[src/rtl/hazard_ctrl.sv]
// Pipeline sequencing controller for the 5-stage MIPS core: operand forwarding,
// load-use bubbles, taken-branch flushes and a global freeze while data memory is busy.
module hazard_ctrl #(
    parameter int REG_AW = 5,
    parameter int CNT_W  = 16
) (
    input  logic              clk,
    input  logic              reset,
    input  logic              id_valid,
    input  logic [REG_AW-1:0] id_rs,
    input  logic [REG_AW-1:0] id_rt,
    input  logic              id_uses_rs,
    input  logic              id_uses_rt,
    input  logic [REG_AW-1:0] id_dest,
    input  logic              id_regwrite,
    input  logic              id_memtoreg,
    input  logic              branch_taken,
    input  logic              mem_busy,
    output logic              pc_en,
    output logic              ifid_en,
    output logic              ifid_flush,
    output logic              idex_bubble,
    output logic              pipe_en,
    output logic [1:0]        fwd_a,
    output logic [1:0]        fwd_b,
    output logic [CNT_W-1:0]  stall_cnt,
    output logic [CNT_W-1:0]  flush_cnt
);

    typedef struct packed {
        logic              valid;
        logic [REG_AW-1:0] rs;
        logic [REG_AW-1:0] rt;
        logic [REG_AW-1:0] dest;
        logic              regwrite;
        logic              memtoreg;
    } ex_stage_t;

    typedef struct packed {
        logic              valid;
        logic [REG_AW-1:0] dest;
        logic              regwrite;
    } wr_stage_t;

    ex_stage_t        ex_q, ex_d;
    wr_stage_t        mem_q, mem_d, wb_q, wb_d;
    logic [CNT_W-1:0] stall_cnt_q, stall_cnt_d;
    logic [CNT_W-1:0] flush_cnt_q, flush_cnt_d;
    logic             load_use;

    // Register 0 is hard-wired to zero, so a write to it never produces a value.
    function automatic logic hits(input wr_stage_t s, input logic [REG_AW-1:0] src);
        return s.valid && s.regwrite && (s.dest != '0) && (s.dest == src);
    endfunction

    always_comb begin
        fwd_a = 2'b00;
        fwd_b = 2'b00;
        if (hits(mem_q, ex_q.rs)) begin
            fwd_a = 2'b01;
        end else if (hits(wb_q, ex_q.rs)) begin
            fwd_a = 2'b10;
        end
        if (hits(mem_q, ex_q.rt)) begin
            fwd_b = 2'b01;
        end else if (hits(wb_q, ex_q.rt)) begin
            fwd_b = 2'b10;
        end
    end

    assign load_use = ex_q.valid && ex_q.memtoreg && (ex_q.dest != '0) && id_valid &&
                      ((id_uses_rs && (id_rs == ex_q.dest)) ||
                       (id_uses_rt && (id_rt == ex_q.dest)));

    // Priority: reset, memory freeze, taken branch, load-use, normal flow.
    always_comb begin
        pc_en       = 1'b0;
        ifid_en     = 1'b0;
        ifid_flush  = 1'b0;
        idex_bubble = 1'b0;
        pipe_en     = 1'b0;
        if (!reset && !mem_busy) begin
            pipe_en = 1'b1;
            if (branch_taken) begin
                pc_en       = 1'b1;
                ifid_en     = 1'b1;
                ifid_flush  = 1'b1;
                idex_bubble = 1'b1;
            end else if (load_use) begin
                idex_bubble = 1'b1;
            end else begin
                pc_en   = 1'b1;
                ifid_en = 1'b1;
            end
        end
    end

    always_comb begin
        ex_d        = ex_q;
        mem_d       = mem_q;
        wb_d        = wb_q;
        stall_cnt_d = stall_cnt_q;
        flush_cnt_d = flush_cnt_q;
        if (pipe_en) begin
            wb_d  = mem_q;
            mem_d = {ex_q.valid, ex_q.dest, ex_q.regwrite};
            ex_d  = {id_valid && !idex_bubble, id_rs, id_rt, id_dest, id_regwrite, id_memtoreg};
        end
        // A stall cycle is either a freeze or a load-use bubble that no branch overrode.
        if (mem_busy || (idex_bubble && !ifid_flush)) begin
            if (stall_cnt_q != '1) begin
                stall_cnt_d = stall_cnt_q + CNT_W'(1);
            end
        end
        if (ifid_flush && flush_cnt_q != '1) begin
            flush_cnt_d = flush_cnt_q + CNT_W'(1);
        end
    end

    always_ff @(posedge clk or posedge reset) begin
        if (reset) begin
            ex_q        <= '0;
            mem_q       <= '0;
            wb_q        <= '0;
            stall_cnt_q <= '0;
            flush_cnt_q <= '0;
        end else begin
            ex_q        <= ex_d;
            mem_q       <= mem_d;
            wb_q        <= wb_d;
            stall_cnt_q <= stall_cnt_d;
            flush_cnt_q <= flush_cnt_d;
        end
    end

    assign stall_cnt = stall_cnt_q;
    assign flush_cnt = flush_cnt_q;

endmodule
[config.mk]
export PLATFORM = sky130hd
export DESIGN_NAME = hazard_ctrl
export DESIGN_NICKNAME = d
export VERILOG_FILES = /design/src/rtl/hazard_ctrl.sv
export SDC_FILE = /design/constraint.sdc
export NUM_CORES = 1
export LEC_CHECK = 0
export CAP_MARGIN = 25
export CORE_AREA = 2 2 78 110
export DETAILED_ROUTE_END_ITERATION = 7
export DIE_AREA = 0 0 80 112
export PLACE_DENSITY = 0.66
export RECOVER_POWER = 100
export SYNTH_ARGS = -nofsm -noshare
export SYNTH_HDL_FRONTEND = slang
export SYNTH_SLANG_ARGS = --single-unit
[constraint.sdc]
create_clock -name clk -period 2.5 [get_ports clk]
set_input_delay 0.375 -clock clk [delete_from_list [all_inputs] [get_ports clk]]
set_output_delay 0.375 -clock clk [all_outputs]
set_load 0.03 [all_outputs]
==> results.env <==
SYNTHDOMINANTCELLAREASHARE_PCT=51.0
PLACE_HPWL_UM=5270
FP.DIEW_UM=80
CLOCK_SINK_COUNT=64
CTS_MAX_LEVEL=3
FLOORPLAN.CORE_AREA_UM2=8000
SYNTH_AREA_LEADERS='sky130_fd_sc_hd__dfrtp_1 51%, sky130_fd_sc_hd__mux2_2 11%, sky130_fd_sc_hd__xnor2_1 8.4%'
TIMING_HOLD_VIOLATIONS_FINAL=0
SLEW-LIMIT-HEADROOM_PCT=36.5
FMAX_MHz=407
NETLIST-CELL-TYPE-COUNT=38
GRTUSAGETOTAL_PCT=17.5
PORT_BUFFERS=64
INITIAL_CORE_UTIL_PCT=39.2
MAPPEDNETLISTNETS=287
POWER.LEAKAGE_nW=1.87
VIA_COUNT_OF_THE_FIRST_GLOBAL_ROUTING_PASS=2441
SYNTHESIS.AREA_UM2=3140
PLACED_CELLS_INCL_TAPS=436
FINALSETUPVIOLATIONS=0
FINAL_LAYOUT_SIZE_SUFFIX_GT1_SHARE_PCT=25.4
YS_SEQ_ELEMENTS=64
MAX-CAP-VIOLATIONS=0
ANTENNA_CELLS_INSERTED=0
CRITICAL_PATH.ENDPOINT_TYPE='output port'
CTS_BUF_COUNT=9
POST-LAYOUT-TOTAL-POWER_W=0.00398
SETUP_REPAIR_AFTER_GLOBAL_ROUTING_MISSED_ITS_MARGIN='true'
CTS_ROOT_CELL='sky130_fd_sc_hd__clkbuf_16'
FIN_CELLS=460
TIMING_WORST_SETUP_PATH_TYPE='reg -> out'
NUMBER_OF_ITERATIONS_IN_THE_FIRST_DETAILED_ROUTING_PASS=4
MAXUSEDROUTINGLAYER='met4'
POST_SYNTHESIS_CELL_COUNT=261
WIRE_LENGTH_OF_THE_FIRST_GLOBAL_ROUTING_PASS_UM=12000
YOSYS.AREA.TOP_TYPE='sky130_fd_sc_hd__dfrtp_1'
TIMING.CRITICAL_PATH.FANOUT_MAX=2
CTS_TREE='built'
DRT_ITER0_MARKERS=92
WORST_CLOCK_SKEW_NS=0.00798
CRITICAL_PATH_REQUIRED_NS=2.12
TIMING_MAX_TRANSITION_VIOLATIONS_FINAL=0
REMAINING_DRC_ERRORS=0
TIGHTESTPINTRANSITION_NS=0.952
NNETSFINAL=379
INITIAL_ANTENNA_VIOLATION_COUNT=0
REG2REG_SLACK_NS=0.13
YOSYS_WARNINGS=0
FINALCRITPERIODSHARE_PCT=98.2
SYNTH_ENABLE_FLOP_CELLS=0
CLOCK_LATENCY_OF_THE_LATER_CLOCKED_REGISTER_IN_THE_WORST_SKEW_PAIR_NS=0.32
SEQ_AREA_FRAC_SYNTH_PCT=51.0
MET3ROUTEDLENGTH_UM=381
WORST_HOLD_SLACK_NS=0.484
CLOCKBUFFERDEPTH=2
CP.ARRIVAL_NS=2.08
LAYOUT.CELLS.MOST_COMMON_LIST='63 x sky130_fd_sc_hd__dfrtp_1, 47 x sky130_fd_sc_hd__clkdlybuf4s50_1, 32 x sky130_fd_sc_hd__mux2_2, 30 x sky130_fd_sc_hd__xnor2_1, 29 x sky130_fd_sc_hd__xor2_1'
CLK_PIN_SLEW_NS=0.05
AVERAGE_VIA_COUNT_PER_STANDARD_CELL=5.14
WORST_SETUP_PATH_START_KIND='flop'
ROUTED-VIA-COUNT=2363
AREA.GROWTH.SYNTH_TO_FINAL_PCT=40.5
ROW_COUNT=39
P_PER_AREA_nW_PER_UM2=901
MOSTFREQUENTLAYOUTCELL='sky130_fd_sc_hd__dfrtp_1'
ROUTEDWLPERCELL_UM=16.3
DETAILED_PLACE.AREA_UM2=4020
COUNT_OF_PINS_ON_THE_BLOCK_BOUNDARY=65
SYNTHARSTFLOPSHARE_PCT=100
DETAILROUTE.WIRELENGTH.MET2_UM=3900
FINALWEIGHTEDCONGESTION=0.830
POSTSYNTH.TOPFLOPCELL='sky130_fd_sc_hd__dfrtp_1'
WORST_HOLD_CLASS='reg -> reg'
DIE_H_UM=112
FINAL_DESIGN_AREA_NO_FILL_UM2=4410
GLOBAL_ROUTE.OVERFLOW_TOTAL=0
GRT_START_MAX_NET_PINS=37
DRTANTENNAVIOLNETS=0
RUN_STATUS='finished, final reports clean'
SETUP-TNS-FINAL_NS=0
ROUTE.LAYER.MET1.WL_UM=3110
DRT-TOTAL-WL_UM=7500
DIE_AREA_UM2=8960
POWER.IR.VDD_WORST_V=0.000615
AVGSYNTHCELLAREA_UM2=12.0
CTS.HOLD.BUFFERS_ADDED=0
FINALCRITICALPERIOD_NS=2.46
==> cell type report <==
type,count,area (um2)
Fill cell,715,3590
Sequential cell,64,1600
Multi-Input combinational cell,185,1540
Timing Repair Buffer,88,801
Clock buffer,14,284
Tap cell,102,128
Clock inverter,2,35.0
Inverter,5,18.8
==> cells by family after synthesis <==
group	after synthesis	share of synthesized area, %
AOI/OAI and AO/OA	13	3.55
xor gates and xnor gates	59	16.5
adders and majority gates	2	0.797
buffers and inverters	12	1.71
DFF	64	51.0
muxes	33	11.8
and+or+nand+nor	78	14.6
==> flip-flops by register name (all words and copies together) (netlist names) <==
name	cells
ex_q	18
wb_q	7
mem_q	7
flush_cnt	16
stall_cnt	16
==> synthesized netlist by cell type, types with 2 or more instances <==
cell                        n
sky130_fd_sc_hd__dfrtp_1   64
sky130_fd_sc_hd__mux2_2    32
sky130_fd_sc_hd__xnor2_1   30
sky130_fd_sc_hd__xor2_1    29
sky130_fd_sc_hd__nand3_1   16
sky130_fd_sc_hd__nand2_1   11
sky130_fd_sc_hd__nand4_1    9
sky130_fd_sc_hd__and3_1     7
sky130_fd_sc_hd__nor3_1     7
sky130_fd_sc_hd__inv_1      5
sky130_fd_sc_hd__nor4_1     5
sky130_fd_sc_hd__or4_1      5
sky130_fd_sc_hd__clkbuf_1   4
sky130_fd_sc_hd__nor3b_1    4
sky130_fd_sc_hd__nor2_1     3
sky130_fd_sc_hd__and4_1     2
sky130_fd_sc_hd__buf_4      2
sky130_fd_sc_hd__ha_1       2
sky130_fd_sc_hd__nor2b_1    2
sky130_fd_sc_hd__nor4b_1    2
sky130_fd_sc_hd__o211ai_1   2
sky130_fd_sc_hd__o21ai_0    2
==> metrics by stage <==
step / util (%) / setup slack (ns)
4_1_cts: 54.6 / 0.00802
3_5_place_dp: 50.2 / -0.121
6_report: 55.1 / 0.0438
3_3_place_gp: 50.2 / -0.0702
5_1_grt: 55.1 / -0.0445
2_1_floorplan: - / 0.0619
==> metal layers <==
layer  vias to the layer above  global-route usage (%)
met3                        11                    5.02
met2                        60                    29.1
li1                       1123                       -
met1                      1169                    20.9
met4                         0                    7.68
met5                         -                       0
==> final timing paths <==
check	start	end	cells past startpoint
worst min register to register	stall_cnt[10]$_DFFE_PP0P_	stall_cnt[10]$_DFFE_PP0P_	1
max in group asynchronous	reset	stall_cnt[15]$_DFFE_PP0P_	4
worst min-delay path	stall_cnt[10]$_DFFE_PP0P_	stall_cnt[10]$_DFFE_PP0P_	1
worst max-delay path	ex_q[5]$_DFFE_PP0P_	idex_bubble	7
worst max register to register	ex_q[5]$_DFFE_PP0P_	stall_cnt[1]$_DFFE_PP0P_	7
min in group asynchronous	reset	wb_q[5]$_DFFE_PP0P_	3
==> worst max-delay path, cell delays in order, from the launching register on <==
cell	delay [ns]
sky130_fd_sc_hd__dfrtp_1	0.37
sky130_fd_sc_hd__or4_4	0.58
sky130_fd_sc_hd__o2111ai_4	0.25
sky130_fd_sc_hd__inv_2	0.07
sky130_fd_sc_hd__buf_6	0.12
sky130_fd_sc_hd__a21oi_4	0.13
sky130_fd_sc_hd__nor3_2	0.07
sky130_fd_sc_hd__buf_4	0.16
==> what timing repair did <==
action,4_1_cts,5_1_grt
endpoints found under the setup margin,7,6
buffers inserted,3,5
gates resized for setup,9,10
cloned,0,0
pin swaps,3,5
==> where the power goes <==
group	internal, W	switching (W)	total, W
Clock	0.000878	0.000417	0.00130
Sequential	0.00126	0.000249	0.00151
Combinational	0.000584	0.000592	0.00118
Power figures use the tool's default switching activity.
==> RTL change, RTL diff (config.mk and constraints unchanged) <==
`CNT_W`: 16 -> 14.
--- a/src/rtl/hazard_ctrl.sv
+++ b/src/rtl/hazard_ctrl.sv
@@ -2,7 +2,7 @@
 // load-use bubbles, taken-branch flushes and a global freeze while data memory is busy.
 module hazard_ctrl #(
     parameter int REG_AW = 5,
-    parameter int CNT_W  = 16
+    parameter int CNT_W  = 14
 ) (
     input  logic              clk,
     input  logic              reset,
Interface: changed (resized flush_cnt and stall_cnt); port bits go from 65 to 61. No check against the original RTL was run, so the function may have changed too.
==> RTL change against the original RTL <==
Routed wire length fell by 9.1%; final area down 8.5%; power shrank 9.2%; sequential cell count is 4 lower; cell count down 5.7%; setup slack improved by 0.059 ns; synthesized area is 5.5% lower; largest power group unchanged; highest routed layer unchanged.
==> RTL change: results (changes against the original RTL) <==
| Metric | Value |
|---|---|
| Outcome | complete, no violations |
| Hold EP | flush_cnt[7] |
| Total sequential power | 1.44 mW (-5%) |
| Global Route Usage Sum | 16.6% (-1.0 points) |
| IO buf count | 60 (-6.3%) |
| Post-CTS Setup Bufs | 1 (-2) |
| Worst IR Drop VDD | 0.712 mV (+16%) |
| Crit Reg-Reg Startpoint | ex_q[3] |
| Crit Path Category | flip-flop to output pin |
| Vias in the first global route | 2252 (-7.7%) |
| Switching share of power | 33.1% (+1.5 points) |
| Static Leak | 1.69 nW (-9.6%) |
| Number of gates resized after cts | 7 (-2) |
| Routed wl met3 | 293 um (-23%) |
| GPL Wtd Cong | 0.818 (-1.4%) |
| Post-cts hold buffer count | 0 (unchanged) |
| Worst Setup EP | ifid_en |
| Clock skew | 0.00695 ns (-0.00103 ns) |
| Synth cell count leaders | 60 x dfrtp_1, 33 x mux2_2, 32 x xnor2_1 |
| Dpl hpwl | 5040 um (-4.5%) |
| Logic inverters | 6 (+1) |
| Data buffer area share | 17.4% (-0.79 points) |
| FF/Latch Area | 0.00150 mm2 (-6.2%) |
| Routed wire per std cell | 15.7 um (-3.7%) |
| CLK BUF | 13 (-1) |
| Seq/Total Area, Yosys | 50.6% (-0.43 points) |
| Final nets | 354 (-6.6%) |
| P_clk | 1.11 mW (-15%) |
| Unique masters post-synth | 39 (+2.6%) |
| Signal buffers | 78 (-11%) |
| Net Sw Power | 1.20 mW (-4.8%) |
| Crit Path Max Fanout | 4 (+2) |
| Routed met1 length | 2710 um (-13%) |
| HP Start | flush_cnt[7] |
| Area of the multi-input gates | 0.00141 mm2 (-8.9%) |
| Initial DRC count | 67 (-27%) |
| First-pass GRT wire length | 11100 um (-7.4%) |
| R2R cell count | 8 (+1) |
| Synthesized flop and latch total | 60 (-6.3%) |
| Drt via density | 5.03 (-2.1%) |
| Area contributors post-synth | dfrtp_1 51%, mux2_2 13%, xnor2_1 9.4% |
| Relative slew margins | 27.4% (-9.1 points) |
| Post-Syn Nets | 272 (-5.2%) |
| Share of post-route cells with drive strength above 1 | 22.6% (-2.8 points) |
| Multi-input gates | 173 (-6.5%) |
| Dpl cell area | 0.00373 mm2 (-7.0%) |
| Reg2reg end | stall_cnt[13] |
## RTL change: logic make-up after synthesis
family | count (synthesis) | synth area share, %
AND/OR/NAND/NOR | 71 | 13.4
flip-flops | 60 | 50.6
XOR/XNOR | 54 | 15.9
multiplexers | 33 | 12.5
AO/OA/AOI/OAI | 13 | 4.13
buffers and inverters | 13 | 2.61
adder cells (fa/ha/maj) | 2 | 0.843
## RTL change: critical path, cell delays in order, from the launching register on
cell and delay, ns:
dfrtp_2 0.43, or3_1 0.35, o311a_1 0.35, and2_4 0.18, a31oi_4 0.19, buf_4 0.19
## RTL change: routing by layer
layer  global-route usage, %  vias up
met5                       0        -
met4                    8.25        0
met3                    6.16       13
met2                    26.9       46
met1                    18.8     1089
li1                        -     1035
## RTL change: through the flow
step	TNS (ns)	worst slack, ns	utilization, %	cells
CTS	0	0.00976	50.4	427
floorplan	0	0.0103	-	246
global placement	0	0.116	46.7	411
global route	-0.00438	-0.00438	50.4	434
detailed placement	0	0.0848	46.7	411
finish	0	0.103	50.4	434
